File: src/rtl/online_adder_rk.sv
// online_adder_rk: radix-2^K MSD-first online signed-digit adder, online delay 1.
// Define ONLINE_ADDER_RANGE_CHECK_EN to add a sticky range_err flag for out-of-range operand digits.
module online_adder_rk #(
    parameter int K = 2,
    parameter int A = 3
) (
    input  logic              clk,
    input  logic              reset,
    input  logic              in_valid,
    output logic              in_ready,
    input  logic              in_first,
    input  logic              in_last,
    input  logic signed [K:0] x_digit,
    input  logic signed [K:0] y_digit,
    output logic              out_valid,
    input  logic              out_ready,
    output logic signed [K:0] out_digit,
    output logic              out_last
`ifdef ONLINE_ADDER_RANGE_CHECK_EN
    ,
    output logic              range_err
`endif
);
    typedef enum logic [1:0] {IDLE, RUN, FLUSH} state_t;

    localparam logic signed [K+1:0] AS  = (K+2)'(A);
    localparam logic signed [K:0]   ONE = (K+1)'(1);

    state_t            state_q, state_d;
    logic signed [K:0] w_q, w_d, digit_q, digit_d;
    logic              valid_q, valid_d, last_q, last_d;
    logic signed [K+1:0] xe, ye, p;
    logic signed [K:0] w, t, z_run;
    logic              t_pos, t_neg, can_load, accept;

    assign xe       = {x_digit[K], x_digit};
    assign ye       = {y_digit[K], y_digit};
    assign p        = xe + ye;
    assign t_pos    = p >= AS;
    assign t_neg    = p <= -AS;
    assign t        = t_pos ? ONE : t_neg ? -ONE : '0;
    // Adding or subtracting r = 2^K modulo 2^(K+1) is a flip of the top bit.
    assign w        = {p[K] ^ (t_pos | t_neg), p[K-1:0]};
    assign z_run    = w_q + t;
    assign can_load = !valid_q || out_ready;
    assign in_ready = (state_q != FLUSH) && can_load;
    assign accept   = in_valid && in_ready;

    assign out_valid = valid_q;
    assign out_digit = digit_q;
    assign out_last  = last_q;

    always_comb begin
        state_d = state_q;
        w_d     = w_q;
        digit_d = digit_q;
        last_d  = last_q;
        valid_d = valid_q && !out_ready;
        case (state_q)
            IDLE: if (accept && in_first) begin
                digit_d = t;
                w_d     = w;
                valid_d = 1'b1;
                last_d  = 1'b0;
                state_d = in_last ? FLUSH : RUN;
            end
            RUN: if (accept) begin
                digit_d = z_run;
                w_d     = w;
                valid_d = 1'b1;
                last_d  = 1'b0;
                state_d = in_last ? FLUSH : RUN;
            end
            FLUSH: if (can_load) begin
                digit_d = w_q;
                valid_d = 1'b1;
                last_d  = 1'b1;
                state_d = IDLE;
            end
            default: state_d = IDLE;
        endcase
    end

    always_ff @(posedge clk or posedge reset) begin
        if (reset) begin
            state_q <= IDLE;
            w_q     <= '0;
            digit_q <= '0;
            valid_q <= 1'b0;
            last_q  <= 1'b0;
        end else begin
            state_q <= state_d;
            w_q     <= w_d;
            digit_q <= digit_d;
            valid_q <= valid_d;
            last_q  <= last_d;
        end
    end

`ifdef ONLINE_ADDER_RANGE_CHECK_EN
    logic bad, err_q, err_d;

    assign bad   = (xe > AS) || (xe < -AS) || (ye > AS) || (ye < -AS);
    assign err_d = !accept ? err_q
                 : (state_q == IDLE && in_first && !bad) ? 1'b0
                 : bad ? 1'b1 : err_q;

    always_ff @(posedge clk or posedge reset) begin
        if (reset) err_q <= 1'b0;
        else       err_q <= err_d;
    end

    assign range_err = err_q;
`endif
endmodule

File: config.mk
export PLATFORM = sky130hd
export DESIGN_NAME = online_adder_rk
export DESIGN_NICKNAME = d
export VERILOG_FILES = /design/src/rtl/online_adder_rk.sv
export SDC_FILE = /design/constraint.sdc
export NUM_CORES = 1
export LEC_CHECK = 0
export BUFFER_PORTS_ARGS = -buffer_cell sky130_fd_sc_hd__buf_2
export CORE_ASPECT_RATIO = 0.6
export CORE_UTILIZATION = 34
export DETAILED_ROUTE_END_ITERATION = 6
export HOLD_SLACK_MARGIN = 0.08
export PLACE_DENSITY = 0.55
export REMOVE_ABC_BUFFERS = 1
export SLEW_MARGIN = 20
export SYNTH_ARGS = -nofsm -noshare
export SYNTH_HDL_FRONTEND = slang
export SYNTH_SLANG_ARGS = --single-unit
File: constraint.sdc
create_clock -name clk -period 4.78 [get_ports clk]
set_input_delay 0.239 -clock clk [delete_from_list [all_inputs] [get_ports clk]]
set_output_delay 0.239 -clock clk [all_outputs]
set_load 0.01 [all_outputs]
==> flow_summary.json, run 1 <==
{
  "cts_root_buffer": "clkbuf_8",
  "h-tree-depth": 1,
  "synth_xor_area_share_pct": 2.23,
  "slowest_delay_ns": 0.38,
  "clock_skew_ns": 0.00217,
  "area_growth_pct": 20.1,
  "setup_viol": 0,
  "rsz0062_at_grt": "false",
  "ioPinCount": 18,
  "rows": 13,
  "synth_edf_count": 0,
  "drtPass1Iterations": 4,
  "hold_depth": 2,
  "cp-start-kind": "input port",
  "synth_top_family_by_area": "compound AO/OA/AOI/OAI gates",
  "seq_area_frac_synth_pct": 31.9,
  "ys.flop_type": "dfrtp_1",
  "netlist.area_leader.share_pct": 31.9,
  "reg2regPathDepth": 5,
  "clk_latency_ns": 0.23,
  "hp-class": "input port to flip-flop",
  "hp-start": "in_last",
  "register_area_um2": 250,
  "die_w_um": 64.0,
  "syn_area_um2": 785,
  "p_int_mw": 0.359,
  "post-route-util_pct": 43.6,
  "cp.arrival_ns": 2.95,
  "clkPwrFrac_pct": 13.3,
  "p_comb_share_pct": 60.5,
  "initial_core_util_pct": 36.3,
  "syn_area_per_cell_um2": 10.6,
  "fillCellCount": 216,
  "powerDensity_nw_per_um2": 653,
  "cts_made_buffers": 3,
  "grt_pass1_vias": 481,
  "hpwl_um": 1210,
  "gp_congestion": 0.810,
  "synth_area_leaders": "dfrtp_1 32%, ha_1 13%, fa_1 5.1%",
  "cap_violations": 0,
  "status": "completed",
  "ir_drop_uv": 226,
  "whs_ns": 0.210,
  "switchingPower_mw": 0.256,
  "grt_use_total_pct": 13.9,
  "slew-limit-headroom_pct": 71.3,
  "antenna_cells": 0,
  "gr-total-overflow": 0,
  "synth_top_area_cell": "dfrtp_1",
  "drt_iter0_drc": 10,
  "crit_fanout": 4,
  "cts_sinks": 10,
  "layout-drive-gt1-share_pct": 30.1,
  "reg2reg_slack_ns": 2.70,
  "critPathBufInv": 1,
  "fin_crit_sh_pct": 58.7,
  "ys_async_sr_fraction_pct": 100,
  "total_power_mw": 0.615,
  "grt_max_degree": 11,
  "worstReg2RegEnd": "out_last",
  "dieHeight_um": 39.2,
  "grt_pass1_wl_um": 2440,
  "r2r_start": "state_q[0]",
  "ys_warn_count": 0,
  "ant_nets": 0,
  "swShare_pct": 41.7,
  "power_leakage_nw": 0.446,
  "fin_nets": 117,
  "hold_end": "state_q[0]",
  "synth.area.mux_share_pct": 9.57,
  "endpoint_kind": "flip-flop",
  "die-area_um2": 2510,
  "drv_slew": 0,
  "path_clk_slew_ns": 0.04,
  "worst_pin_slew_ns": 0.419,
  "setup-tns-final_ns": 0,
  "viasPerCell": 4.99,
  "synthTopCellsByCount": "10 x dfrtp_1, 8 x ha_1, 6 x inv_1, 6 x nor2_1, 4 x nand2_1",
  "fp.coreArea_um2": 2160,
  "criticalPathCategory": "input port to flip-flop",
  "hold_viol": 0,
  "ys_seq_elements": 10,
  "synth-simple-area-share_pct": 12.1,
  "ctsLongestPathBuffers": 2,
  "multi_input_area_um2": 495,
  "crit_slowest_cell": "fa_1",
  "critPathRequiredTime_ns": 4.93,
  "yosysUniqueCellTypes": 36,
  "grt_antenna_before_repair": 0,
  "synth_compound_area_share_pct": 21.4,
  "seqPwrFrac_pct": 26.2,
  "wire_per_inst_um": 11.9,
  "drc": 0,
  "cts_tree": "built",
  "synthAdderAreaFrac_pct": 17.9,
  "post-route-min-period_ns": 2.80,
  "path_delay_family": "adder cells",
  "place_area_um2": 891,
  "portBuffers": 17,
  "crit_path_cell_trace": "buf_2 > ha_1 > fa_1 > xor2_1 > and2_1 > mux2i_1 > ha_1 > fa_1 > xnor2_1 > nand2_1 > a211o_1 > o31a_1 > a31oi_1",
  "vias": 614,
  "synth_cells": 74,
  "stdcell_area_um2": 942,
  "wirelength_um": 1460,
  "yosys.cell_count.top_type": "dfrtp_1",
  "clock.fmax_ghz": 0.357
}
cells by family (layout without fill, tap and decap cells):
logic type	Yosys count	in the layout
fa+ha+maj	10	10
compound gates	20	20
buf+inv	8	27
simple gates	17	17
xor+xnor	2	2
mux	7	7
flops	10	10
per-layer routing:
| metal | global-route usage (%) | part of all wire, % | wire (µm) |
|---|---|---|---|
| met1 | 21.3 | 57 | 837 |
| met2 | 16.8 | 37 | 546 |
| met3 | 6.18 | 4.9 | 71 |
| met4 | 1.70 | 0.41 | 6 |
| met5 | 0 | 0 | 0 |
power groups by stage:
stage,Clock (mW),Sequential (mW),Combinational (mW)
6_report,0.0816,0.161,0.372
2_1_floorplan,0,0.166,0.276
5_1_grt,0.0912,0.170,0.410
3_3_place_gp,0,0.161,0.367
4_1_cts,0.0859,0.162,0.371
3_5_place_dp,0,0.163,0.370
final cells by class:
type                       count  area share [%]
tap                           30            3.98
sequential                    10            26.6
inverter                       6            2.39
clock buffer                   3            4.38
timing repair buffer          18            10.1
multi-input combinational     56            52.6
stage by stage:
step | instances | setup slack [ns]
after detailed placement | 119 | 1.77
after global routing | 123 | 1.80
after global placement | 119 | 1.78
after floorplan | 72 | 2.06
final | 123 | 1.98
after CTS | 123 | 1.99
sequential cells by signal, summed over array words and instances (netlist names):
signal,cells
out_valid,1
w_q,3
state_q,2
out_last,1
out_digit,3
worst max path at each step:
| stage | from | slack, ns | to | cells past startpoint |
|---|---|---|---|---|
| 3_3_place_gp | x_digit[0] | 1.78 | out_digit[2] | 13 |
| 6_report | x_digit[0] | 1.98 | out_digit[2] | 13 |
| 2_1_floorplan | x_digit[0] | 2.06 | out_digit[2] | 12 |
| 4_1_cts | x_digit[0] | 1.99 | out_digit[2] | 13 |
| 3_5_place_dp | x_digit[0] | 1.77 | out_digit[2] | 13 |
| 5_1_grt | x_digit[0] | 1.80 | out_digit[2] | 13 |
placed cells by master (no fill, tap or decap), types with 2 or more instances in the layout:
cell type and instances:
nand2_1 4, dfrtp_1 10, o21ai_1 2, a21oi_1 2, clkbuf_8 3, o21ai_0 2, a211o_1 2, ha_1 8
fa_1 2, mux2i_1 3, mux2_2 3, inv_1 6, nor2_1 6, buf_2 17
what timing repair did:
item	4_1_cts	5_1_grt
gates resized for setup	0	0
buffers inserted	0	0
endpoints found under the hold margin	10	0
hold buffers	1	0
No activity file was read; power rests on OpenSTA's default activity.
==> run 2, diff against run 1 <==
--- a/config.mk
+++ b/config.mk
@@ -10,7 +10,7 @@
 export CORE_UTILIZATION = 34
 export DETAILED_ROUTE_END_ITERATION = 6
 export HOLD_SLACK_MARGIN = 0.08
-export PLACE_DENSITY = 0.55
+export PLACE_DENSITY = 0.57
 export REMOVE_ABC_BUFFERS = 1
 export SLEW_MARGIN = 20
 export SYNTH_ARGS = -nofsm -noshare
==> constraint.sdc (replaced) <==
create_clock -name clk -period 2.38 [get_ports clk]
set_input_delay 0.119 -clock clk [delete_from_list [all_inputs] [get_ports clk]]
set_output_delay 0.119 -clock clk [all_outputs]
set_load 0.01 [all_outputs]
==> run 2 against run 1 <==
  * Critical path depth unchanged
  * Hold slack worse by 0.13 ns
  * Combinational power increased by 120%
  * Cell count increased by 7.3%
  * Clock skew grew 0.0015 ns
  * Cell area increased by 15%
  * Die area stayed put
  * Via count increased by 10%
  * First-iteration DRC count grew 40%
  * Flip-flop and latch count unchanged
  * Total power rose by 120%
  * Critical endpoint unchanged
==> flow_summary.json, run 2 (synthesis results as in run 1) <==
{
  "setup_ws_ns": 0.0471,
  "h-tree-depth": 1,
  "drc": 0,
  "r2r_start": "state_q[0]",
  "vias": 676,
  "cts_tree": "built",
  "crit_slowest_cell": "fa_2",
  "layout-drive-gt1-share_pct": 46.1,
  "slowest_delay_ns": 0.37,
  "slew-limit-headroom_pct": 73.7,
  "rows": 13,
  "setup-tns-final_ns": 0,
  "critPathRequiredTime_ns": 2.54,
  "powerDensity_nw_per_um2": 1230,
  "hold_end": "state_q[0]",
  "clock_skew_ns": 0.00370,
  "portBuffers": 17,
  "ir_drop_uv": 521,
  "cp-start-kind": "input port",
  "worstReg2RegEnd": "out_last",
  "clk_latency_ns": 0.24,
  "hold_depth": 2,
  "dp_slack_ns": -0.488,
  "wirelength_um": 1700,
  "layout_common_cells": "15 x buf_2, 10 x dfrtp_1, 9 x buf_4",
  "worst_path_most_repeated_cell": "fa_2",
  "clkPwrFrac_pct": 13.1,
  "switchingPower_mw": 0.548,
  "crit_fanout": 3,
  "grt_use_total_pct": 15.2,
  "gp_congestion": 0.825,
  "worst_pin_slew_ns": 0.394,
  "rsz0062_at_grt": "true",
  "fp.coreArea_um2": 2160,
  "grt_pass1_vias": 575,
  "grt_max_degree": 11,
  "drv_slew": 0,
  "initial_core_util_pct": 36.3,
  "grt_antenna_before_repair": 0,
  "cts_made_buffers": 3,
  "antenna_cells": 0,
  "hold_viol": 0,
  "cts_root_buffer": "clkbuf_8",
  "die-area_um2": 2510,
  "fin_crit_sh_pct": 98.0,
  "clock.fmax_ghz": 0.429,
  "drtPass1Iterations": 5,
  "hpwl_um": 1300,
  "ioPinCount": 18,
  "endpoint_kind": "flip-flop",
  "path_clk_slew_ns": 0.05,
  "cp.arrival_ns": 2.49,
  "fillCellCount": 193,
  "criticalPathCategory": "input port to flip-flop",
  "reg2reg_slack_ns": 0.45,
  "fin_nets": 126,
  "p_comb_share_pct": 62.0,
  "die_w_um": 64.0,
  "viasPerCell": 5.12,
  "hp-start": "in_last",
  "place_area_um2": 951,
  "dieHeight_um": 39.2,
  "seqPwrFrac_pct": 24.9,
  "status": "completed",
  "p_int_mw": 0.784,
  "whs_ns": 0.0850,
  "cap_violations": 0,
  "grt_pass1_wl_um": 2610,
  "ctsLongestPathBuffers": 2,
  "layout_commonest_cell": "buf_2",
  "cts_sinks": 10,
  "swShare_pct": 41.1,
  "crit_path_cell_trace": "buf_6 > ha_4 > fa_2 > xor2_4 > and2_4 > mux2i_2 > ha_2 > fa_2 > xnor2_2 > nand2_1 > a211o_1 > o31a_1 > a31oi_1",
  "area_growth_pct": 38.1,
  "setup_viol": 0,
  "gr-total-overflow": 0,
  "hp-class": "input port to flip-flop",
  "drt_iter0_drc": 14,
  "power_leakage_nw": 0.498,
  "critPathBufInv": 1,
  "stdcell_area_um2": 1080,
  "wire_per_inst_um": 12.9,
  "post-route-util_pct": 50.1,
  "ant_nets": 0,
  "path_delay_family": "adder cells",
  "post-route-min-period_ns": 2.33,
  "reg2regPathDepth": 5
}
-- run 2: changes by cell type in the layout (fill, tap and decap cells not counted), moves of 2 or more --
cell | previous run | this run
ha_1 | 8 | 6
buf_6 | 0 | 2
fa_2 | 0 | 2
buf_4 | 0 | 9
fa_1 | 2 | 0
buf_2 | 17 | 15
-- run 2: worst register-to-register path: stages (launching register included) --
cell	delay, ns
dfrtp_1	0.39
inv_1	0.08
ha_1	0.24
or4b_4	0.54
a31oi_4	0.23
mux2_1	0.34
-- run 2: how the worst max path moves through the flow --
stage | from | end | cells after the start
3_3_place_gp | x_digit[0] | out_digit[2] | 13
4_1_cts | y_digit[0] | out_digit[2] | 13
5_1_grt | y_digit[0] | out_digit[2] | 13
2_1_floorplan | x_digit[0] | out_digit[2] | 12
6_report | y_digit[0] | out_digit[2] | 13
3_5_place_dp | x_digit[0] | out_digit[2] | 13
-- run 2: cell type report --
class / instances / area (µm²) / share of cell area (%)
Sequential cell: 10 / 250 / 23.1
Timing Repair Buffer: 27 / 175 / 16.2
Multi-Input combinational cell: 56 / 557 / 51.4
Clock buffer: 3 / 41.3 / 3.81
Tap cell: 30 / 37.5 / 3.46
Inverter: 6 / 22.5 / 2.08
-- run 2: power groups by stage --
stage / combinational (mW) / sequential, mW / clock [mW]
finish: 0.826 / 0.332 / 0.175
floorplan: 0.555 / 0.334 / 0
CTS: 0.822 / 0.329 / 0.182
global placement: 0.761 / 0.326 / 0
global route: 0.909 / 0.345 / 0.187
detailed placement: 0.770 / 0.330 / 0
-- run 2: metal layers --
metal / vias to the layer above / GRT usage (%) / part of all wire (%)
met4: 0 / 4.55 / 0.65
met5: - / 0 / 0
met2: 31 / 21.8 / 41
met1: 313 / 20.4 / 51
li1: 328 / - / -
met3: 4 / 6.47 / 7.5
-- run 2: repair_timing --
action | CTS | global route
endpoints found under the setup margin | 1 | 1
hold buffers | 1 | 0
endpoints found under the hold margin | 10 | 0
pin swaps | 9 | 6
gates resized for setup | 12 | 2
cloned | 0 | 0
setup buffers | 1 | 0
-- run 2: metrics by stage --
step | power (mW) | instances
6_report | 1.33 | 132
5_1_grt | 1.44 | 132
4_1_cts | 1.33 | 132
3_5_place_dp | 1.10 | 127
3_3_place_gp | 1.09 | 127
2_1_floorplan | 0.888 | 72
